File: src/rtl/divider_pkg.sv
// rtl/divider_pkg.sv - shared state encoding and sizing helpers for the divider
package divider_pkg;

    typedef enum logic [1:0] {
        IDLE = 2'd0,
        CALC = 2'd1,
        FIN  = 2'd2
    } state_e;

    // Iteration counter width: must hold 0..2N for an N-bit operand divider
    function automatic int cnt_width(input int n);
        return $clog2(2 * n + 1);
    endfunction

endpackage

File: src/rtl/divider_div_step.sv
// rtl/divider_div_step.sv - one restoring shift-subtract iteration on magnitudes
module div_step #(
    parameter int N = 5
) (
    input  logic [N:0]     rem_i,
    input  logic [2*N-1:0] dvd_i,
    input  logic [N-1:0]   dsr_i,
    output logic [N:0]     rem_o,
    output logic [2*N-1:0] dvd_o
);

    logic [N+1:0] shifted;
    logic [N+1:0] trial;
    logic         qbit;

    // Shift the next dividend bit into the partial remainder, trial-subtract, restore on borrow
    always_comb begin
        shifted = {rem_i, dvd_i[2*N-1]};
        trial   = shifted - {2'b00, dsr_i};
        qbit    = ~trial[N+1];
        rem_o   = qbit ? trial[N:0] : shifted[N:0];
        dvd_o   = {dvd_i[2*N-2:0], qbit};
    end

endmodule

File: src/rtl/divider.sv
// rtl/divider.sv - sequential signed restoring divider, 2N-bit dividend by N-bit divisor
module divider
    import divider_pkg::*;
#(
    parameter int N = 5
) (
    input  logic           clk,
    input  logic           rst,
    input  logic           start,
    input  logic [2*N-1:0] dividend,
    input  logic [N-1:0]   divisor,
    output logic           busy,
    output logic           done,
    output logic [N-1:0]   quotient,
    output logic [N-1:0]   remainder,
    output logic           ovf,
    output logic           dbz
);

    localparam int CW = cnt_width(N);
    localparam logic [CW-1:0]  LAST_CNT = CW'(2 * N - 1);
    localparam logic [2*N-1:0] POS_LIM  = (2 * N)'((2 ** (N - 1)) - 1);
    localparam logic [2*N-1:0] NEG_LIM  = (2 * N)'(2 ** (N - 1));

    state_e         state_q, state_d;
    logic [CW-1:0]  cnt_q, cnt_d;
    logic [N:0]     rem_q, rem_d;
    logic [2*N-1:0] dvd_q, dvd_d;
    logic [N-1:0]   dsr_q, dsr_d;
    logic           dsign_q, dsign_d;
    logic           qsign_q, qsign_d;
    logic           busy_q, busy_d;
    logic           done_q, done_d;
    logic           ovf_q, ovf_d;
    logic           dbz_q, dbz_d;
    logic [N-1:0]   quo_q, quo_d;
    logic [N-1:0]   remo_q, remo_d;

    logic [N:0]     step_rem;
    logic [2*N-1:0] step_dvd;

    // dvd_q holds the dividend magnitude at first and fills with quotient bits from the right
    div_step #(.N(N)) u_step (
        .rem_i (rem_q),
        .dvd_i (dvd_q),
        .dsr_i (dsr_q),
        .rem_o (step_rem),
        .dvd_o (step_dvd)
    );

    // State and datapath registers; reset abandons any operation in flight
    always_ff @(posedge clk or posedge rst) begin
        if (rst) begin
            state_q <= IDLE;
            cnt_q   <= '0;
            rem_q   <= '0;
            dvd_q   <= '0;
            dsr_q   <= '0;
            dsign_q <= 1'b0;
            qsign_q <= 1'b0;
            busy_q  <= 1'b0;
            done_q  <= 1'b0;
            ovf_q   <= 1'b0;
            dbz_q   <= 1'b0;
            quo_q   <= '0;
            remo_q  <= '0;
        end else begin
            state_q <= state_d;
            cnt_q   <= cnt_d;
            rem_q   <= rem_d;
            dvd_q   <= dvd_d;
            dsr_q   <= dsr_d;
            dsign_q <= dsign_d;
            qsign_q <= qsign_d;
            busy_q  <= busy_d;
            done_q  <= done_d;
            ovf_q   <= ovf_d;
            dbz_q   <= dbz_d;
            quo_q   <= quo_d;
            remo_q  <= remo_d;
        end
    end

    // Next state: capture magnitudes, iterate 2N times, then sign fix-up with saturation
    always_comb begin
        state_d = state_q;
        cnt_d   = cnt_q;
        rem_d   = rem_q;
        dvd_d   = dvd_q;
        dsr_d   = dsr_q;
        dsign_d = dsign_q;
        qsign_d = qsign_q;
        busy_d  = busy_q;
        done_d  = 1'b0;
        ovf_d   = ovf_q;
        dbz_d   = dbz_q;
        quo_d   = quo_q;
        remo_d  = remo_q;

        unique case (state_q)
            IDLE: begin
                if (start) begin
                    dvd_d   = dividend[2*N-1] ? ({(2*N){1'b0}} - dividend) : dividend;
                    dsr_d   = divisor[N-1] ? ({N{1'b0}} - divisor) : divisor;
                    dsign_d = dividend[2*N-1];
                    qsign_d = dividend[2*N-1] ^ divisor[N-1];
                    cnt_d   = '0;
                    rem_d   = '0;
                    busy_d  = 1'b1;
                    state_d = (divisor == '0) ? FIN : CALC;
                end
            end
            CALC: begin
                rem_d = step_rem;
                dvd_d = step_dvd;
                cnt_d = cnt_q + CW'(1);
                if (cnt_q == LAST_CNT) begin
                    state_d = FIN;
                end
            end
            FIN: begin
                done_d  = 1'b1;
                busy_d  = 1'b0;
                state_d = IDLE;
                if (dsr_q == '0) begin
                    dbz_d  = 1'b1;
                    ovf_d  = 1'b0;
                    quo_d  = '0;
                    remo_d = '0;
                end else begin
                    dbz_d  = 1'b0;
                    // |r| < |divisor| <= 2^(N-1), so the low N bits carry the full magnitude
                    remo_d = dsign_q ? ({N{1'b0}} - rem_q[N-1:0]) : rem_q[N-1:0];
                    if (qsign_q) begin
                        if (dvd_q > NEG_LIM) begin
                            ovf_d = 1'b1;
                            quo_d = {1'b1, {(N-1){1'b0}}};
                        end else begin
                            ovf_d = 1'b0;
                            quo_d = {N{1'b0}} - dvd_q[N-1:0];
                        end
                    end else if (dvd_q > POS_LIM) begin
                        ovf_d = 1'b1;
                        quo_d = {1'b0, {(N-1){1'b1}}};
                    end else begin
                        ovf_d = 1'b0;
                        quo_d = dvd_q[N-1:0];
                    end
                end
            end
            default: begin
                state_d = IDLE;
            end
        endcase
    end

    assign busy      = busy_q;
    assign done      = done_q;
    assign quotient  = quo_q;
    assign remainder = remo_q;
    assign ovf       = ovf_q;
    assign dbz       = dbz_q;

endmodule

File: config.mk
export PLATFORM = sky130hd
export DESIGN_NAME = divider
export DESIGN_NICKNAME = d
export VERILOG_FILES = /design/src/rtl/divider_pkg.sv /design/src/rtl/divider_div_step.sv /design/src/rtl/divider.sv
export SDC_FILE = /design/constraint.sdc
export NUM_CORES = 1
export LEC_CHECK = 0
export BUFFER_PORTS_ARGS = -buffer_cell sky130_fd_sc_hd__buf_2
export CAP_MARGIN = 20
export CORE_UTILIZATION = 53
export DETAILED_ROUTE_END_ITERATION = 12
export PLACE_DENSITY = 0.77
export SKIP_CTS_REPAIR_TIMING = 1
export SLEW_MARGIN = 20
export SYNTH_ARGS = -nofsm -noshare
export SYNTH_HDL_FRONTEND = slang
export SYNTH_HIERARCHICAL = 1
export SYNTH_SLANG_ARGS = --single-unit
File: constraint.sdc
create_clock -name clk -period 2.3 [get_ports clk]
set_input_delay 0 -clock clk [delete_from_list [all_inputs] [get_ports clk]]
set_output_delay 0 -clock clk [all_outputs]
set_load 0.1 [all_outputs]
==> results.rst <==
.. list-table::
   :header-rows: 1

   * - Metric
     - Value
   * - Status
     - completed
   * - Clock latency of the later-clocked register in the worst-skew pair
     - 0.30 ns
   * - Synth Net Count
     - 314
   * - Worst r2r src
     - dvd_q[9]
   * - RSZ-0062 raised after global routing
     - yes
   * - Worst Setup Path Type
     - flop to flop
   * - Number of H-tree levels
     - 2
   * - Highest-count cells in the layout ignoring fill and taps
     - sky130_fd_sc_hd__dfrtp_1 (43), sky130_fd_sc_hd__nand2_1 (38), sky130_fd_sc_hd__buf_2 (31)
   * - Starting utilization of the core area
     - 55.6%
   * - Number of different library cells in the post-synthesis netlist
     - 56
   * - Number of antenna violations at the first check in global routing
     - 0
   * - N_diodes
     - 0
   * - Mean area per synthesized cell
     - 9.36 sq um
   * - Flip-flop and latch count after synthesis
     - 43
   * - Slowest Stage Delay on Critical Path
     - 0.38 ns
   * - Total DRC errors in the routed layout
     - 0
   * - Die outline width
     - 72.8 microns
   * - Critical path cell sequence
     - inv_1 -> ha_2 -> inv_2 -> fa_2 -> a211oi_4 -> o21ai_4 -> xor2_4 -> mux2_4 -> a22o_1
   * - Fraction of the cycle the final worst path needs
     - 97.0%
   * - CTS tree
     - built
   * - Setup violations, final
     - 0
   * - TritonRoute pass-1 iters
     - 4
   * - Number of global-route vias before repair
     - 1887
   * - Number of instances in the synthesized netlist
     - 284
   * - Library cell occupying the most area in the post-synthesis netlist
     - sky130_fd_sc_hd__dfrtp_1
   * - Post-layout min period
     - 2.23 ns
   * - GR Util All Layers
     - 22.0%
   * - Number of design-rule violations left by the first detailed-router iteration
     - 103
   * - Worst path required time
     - 2.49 ns
   * - Root Buffer
     - sky130_fd_sc_hd__clkbuf_8
   * - Total via count in the routed design
     - 2086
   * - Primary flip-flop cell chosen by synthesis mapping
     - sky130_fd_sc_hd__dfrtp_1
   * - Share of synthesized flip-flops with an asynchronous set or reset
     - 100%
   * - WL met1
     - 2.61 mm
   * - Total non-filler cell area in the finished layout
     - 3000 sq um
   * - Post-Place Cell Area
     - 2870 sq um
   * - Vertical extent of the die
     - 72.8 microns
   * - Synth Warn #
     - 6
   * - Clock sinks
     - 43
   * - Critical path data arrival time
     - 2.42 ns
   * - Final antenna-violating net count
     - 0
   * - Clock Path Buffers
     - 2
   * - Crit-path slowest cell
     - sky130_fd_sc_hd__dfrtp_1
   * - Fraction of final layout cells sized beyond drive strength 1
     - 23.2%
   * - Wire length on met2
     - 2.60 mm
   * - Highest routed layer
     - met4
   * - Worst slack after detailed placement
     - 0.0201 ns
   * - Grt ovf
     - 0
   * - Setup crit end kind
     - flop
   * - Final weighted congestion in routability-driven placement
     - 0.876
   * - Seq/Total Area, Yosys
     - 40.5%
   * - Mapped Area
     - 2660 sq um
   * - Slew at the pin closest to its max-slew limit
     - 0.794 ns
   * - Placement row count
     - 25
   * - Met3 Wirelength
     - 210 microns
   * - IO Port Bufs
     - 31
   * - Total Negative Setup Slacks
     - 0 ns
   * - Synth-to-layout area growth
     - 12.9%
   * - Core occupancy in the finished layout
     - 62.7%
   * - Beginning of the critical path
     - dvd_q[9]
   * - Area of the core
     - 4790 sq um
   * - Total detailed-routing wirelength
     - 5.43 mm
   * - Die ar.
     - 5300 sq um
   * - Class of the tightest hold or removal check
     - input port to flop
   * - Number of hold-slack violations in the final timing report
     - 0
   * - Net total in the final layout
     - 344
   * - Number of pins with negative max-slew slack in the final report
     - 0
   * - Routed WL per cell
     - 14.2 microns
   * - Post-synth top area share
     - 40.5%
   * - Final setup slack of the worst path
     - 0.0689 ns
   * - Detailed-placement wirelength estimate
     - 3.98 mm
   * - Number of CTS-inserted buffers
     - 5
   * - CP max FO
     - 7
   * - Register clock-pin slew on the reported worst setup and hold paths
     - 0.08 ns
   * - IO Pins
     - 32
   * - EDFF count, synth
     - 0
   * - Critical Path Source Type
     - flop
   * - Pin count of the biggest net entering global routing
     - 44
   * - Global-route wire length before repair
     - 8.94 mm
   * - Worst max-slew margin expressed relative to the limit
     - 46.7%
   * - Launch point of the worst hold path
     - divisor[0]
   * - Number of max-cap violations
     - 0
   * - Avg Vias per Cell
     - 5.46
   * - Layout Skew
     - 0.0161 ns
   * - Fmax
     - 0.448 GHz
   * - Synth area leaders
     - sky130_fd_sc_hd__dfrtp_1 (40%), sky130_fd_sc_hd__nand2_1 (5.4%), sky130_fd_sc_hd__ha_1 (5.2%)
   * - Leading cell type in the layout, fill and taps excluded
     - sky130_fd_sc_hd__dfrtp_1
==> layer usage <==
metal | track usage [%] | up-vias
met3 | 3.87 | 2
met5 | 0 | -
li1 | - | 1049
met4 | 5.45 | 0
met1 | 30.6 | 982
met2 | 35.7 | 53
==> kinds of logic after synthesis <==
group           Yosys count  synth area share, %
compound gates           80                 20.9
xor+xnor                 16                 5.98
fa+ha+maj                12                 5.93
buf+inv                  38                 6.82
flops                    43                 40.5
mux                       7                 3.25
simple gates             88                 16.7
==> per-stage QoR <==
stage	hold slack [ns]	std cells
global route	0.0204	382
floorplan	0.159	284
CTS	-0.154	381
global placement	0.159	373
detailed placement	0.172	373
finish	0.00637	382
==> worst max-delay path: cells and delay by family (launching register included) <==
kind / cells / cell delay, ns
adders and majority gates: 2 / 0.54
buffers and inverters: 2 / 0.10
muxes: 1 / 0.33
DFF: 1 / 0.38
AOI/OAI and AO/OA: 3 / 0.52
xor gates and xnor gates: 1 / 0.27
==> registers in the layout (all words and copies together) (netlist names) <==
register,count
state_q,2
done,1
dbz,1
dsr_q,5
qsign_q,1
quotient,5
ovf,1
dsign_q,1
rem_q,6
busy,1
dvd_q,10
cnt_q,4
remainder,5
==> final timing paths <==
check | end | slack, ns | cells past startpoint
max in group asynchronous | state_q[1] | 1.53 | 4
hold reg to reg | quotient[1] | 0.48 | 2
setup / recovery | rem_q[4] | 0.07 | 9
hold / removal | dsr_q[0] | 0.006 | 3
setup reg to reg | rem_q[4] | 0.07 | 9
min in group asynchronous | quotient[4] | 0.39 | 4
==> cell usage after synthesis, types with 7 or more instances <==
library cell               number
sky130_fd_sc_hd__a21oi_1       11
sky130_fd_sc_hd__xnor2_1        8
sky130_fd_sc_hd__o31ai_1        8
sky130_fd_sc_hd__o22ai_1        7
sky130_fd_sc_hd__nand2_1       38
sky130_fd_sc_hd__xor2_1         7
sky130_fd_sc_hd__ha_1          11
sky130_fd_sc_hd__nor2_1        15
sky130_fd_sc_hd__inv_1         16
sky130_fd_sc_hd__o21ai_1       18
sky130_fd_sc_hd__o21ai_0        8
sky130_fd_sc_hd__buf_4         10
sky130_fd_sc_hd__clkbuf_1       9
sky130_fd_sc_hd__dfrtp_1       43
sky130_fd_sc_hd__nor3_1         7
==> cell type report <==
cell class,count,area [sq um]
clock buffer,5,68.8
clock inverter,3,43.8
fill,408,1780
inverter,18,67.6
multi-input combinational,203,1410
sequential,43,1080
tap,67,83.8
timing repair buffer,43,248
Power is not shown: default switching activity piles up to over one toggle a cycle in this logic, so the estimate is an artifact.
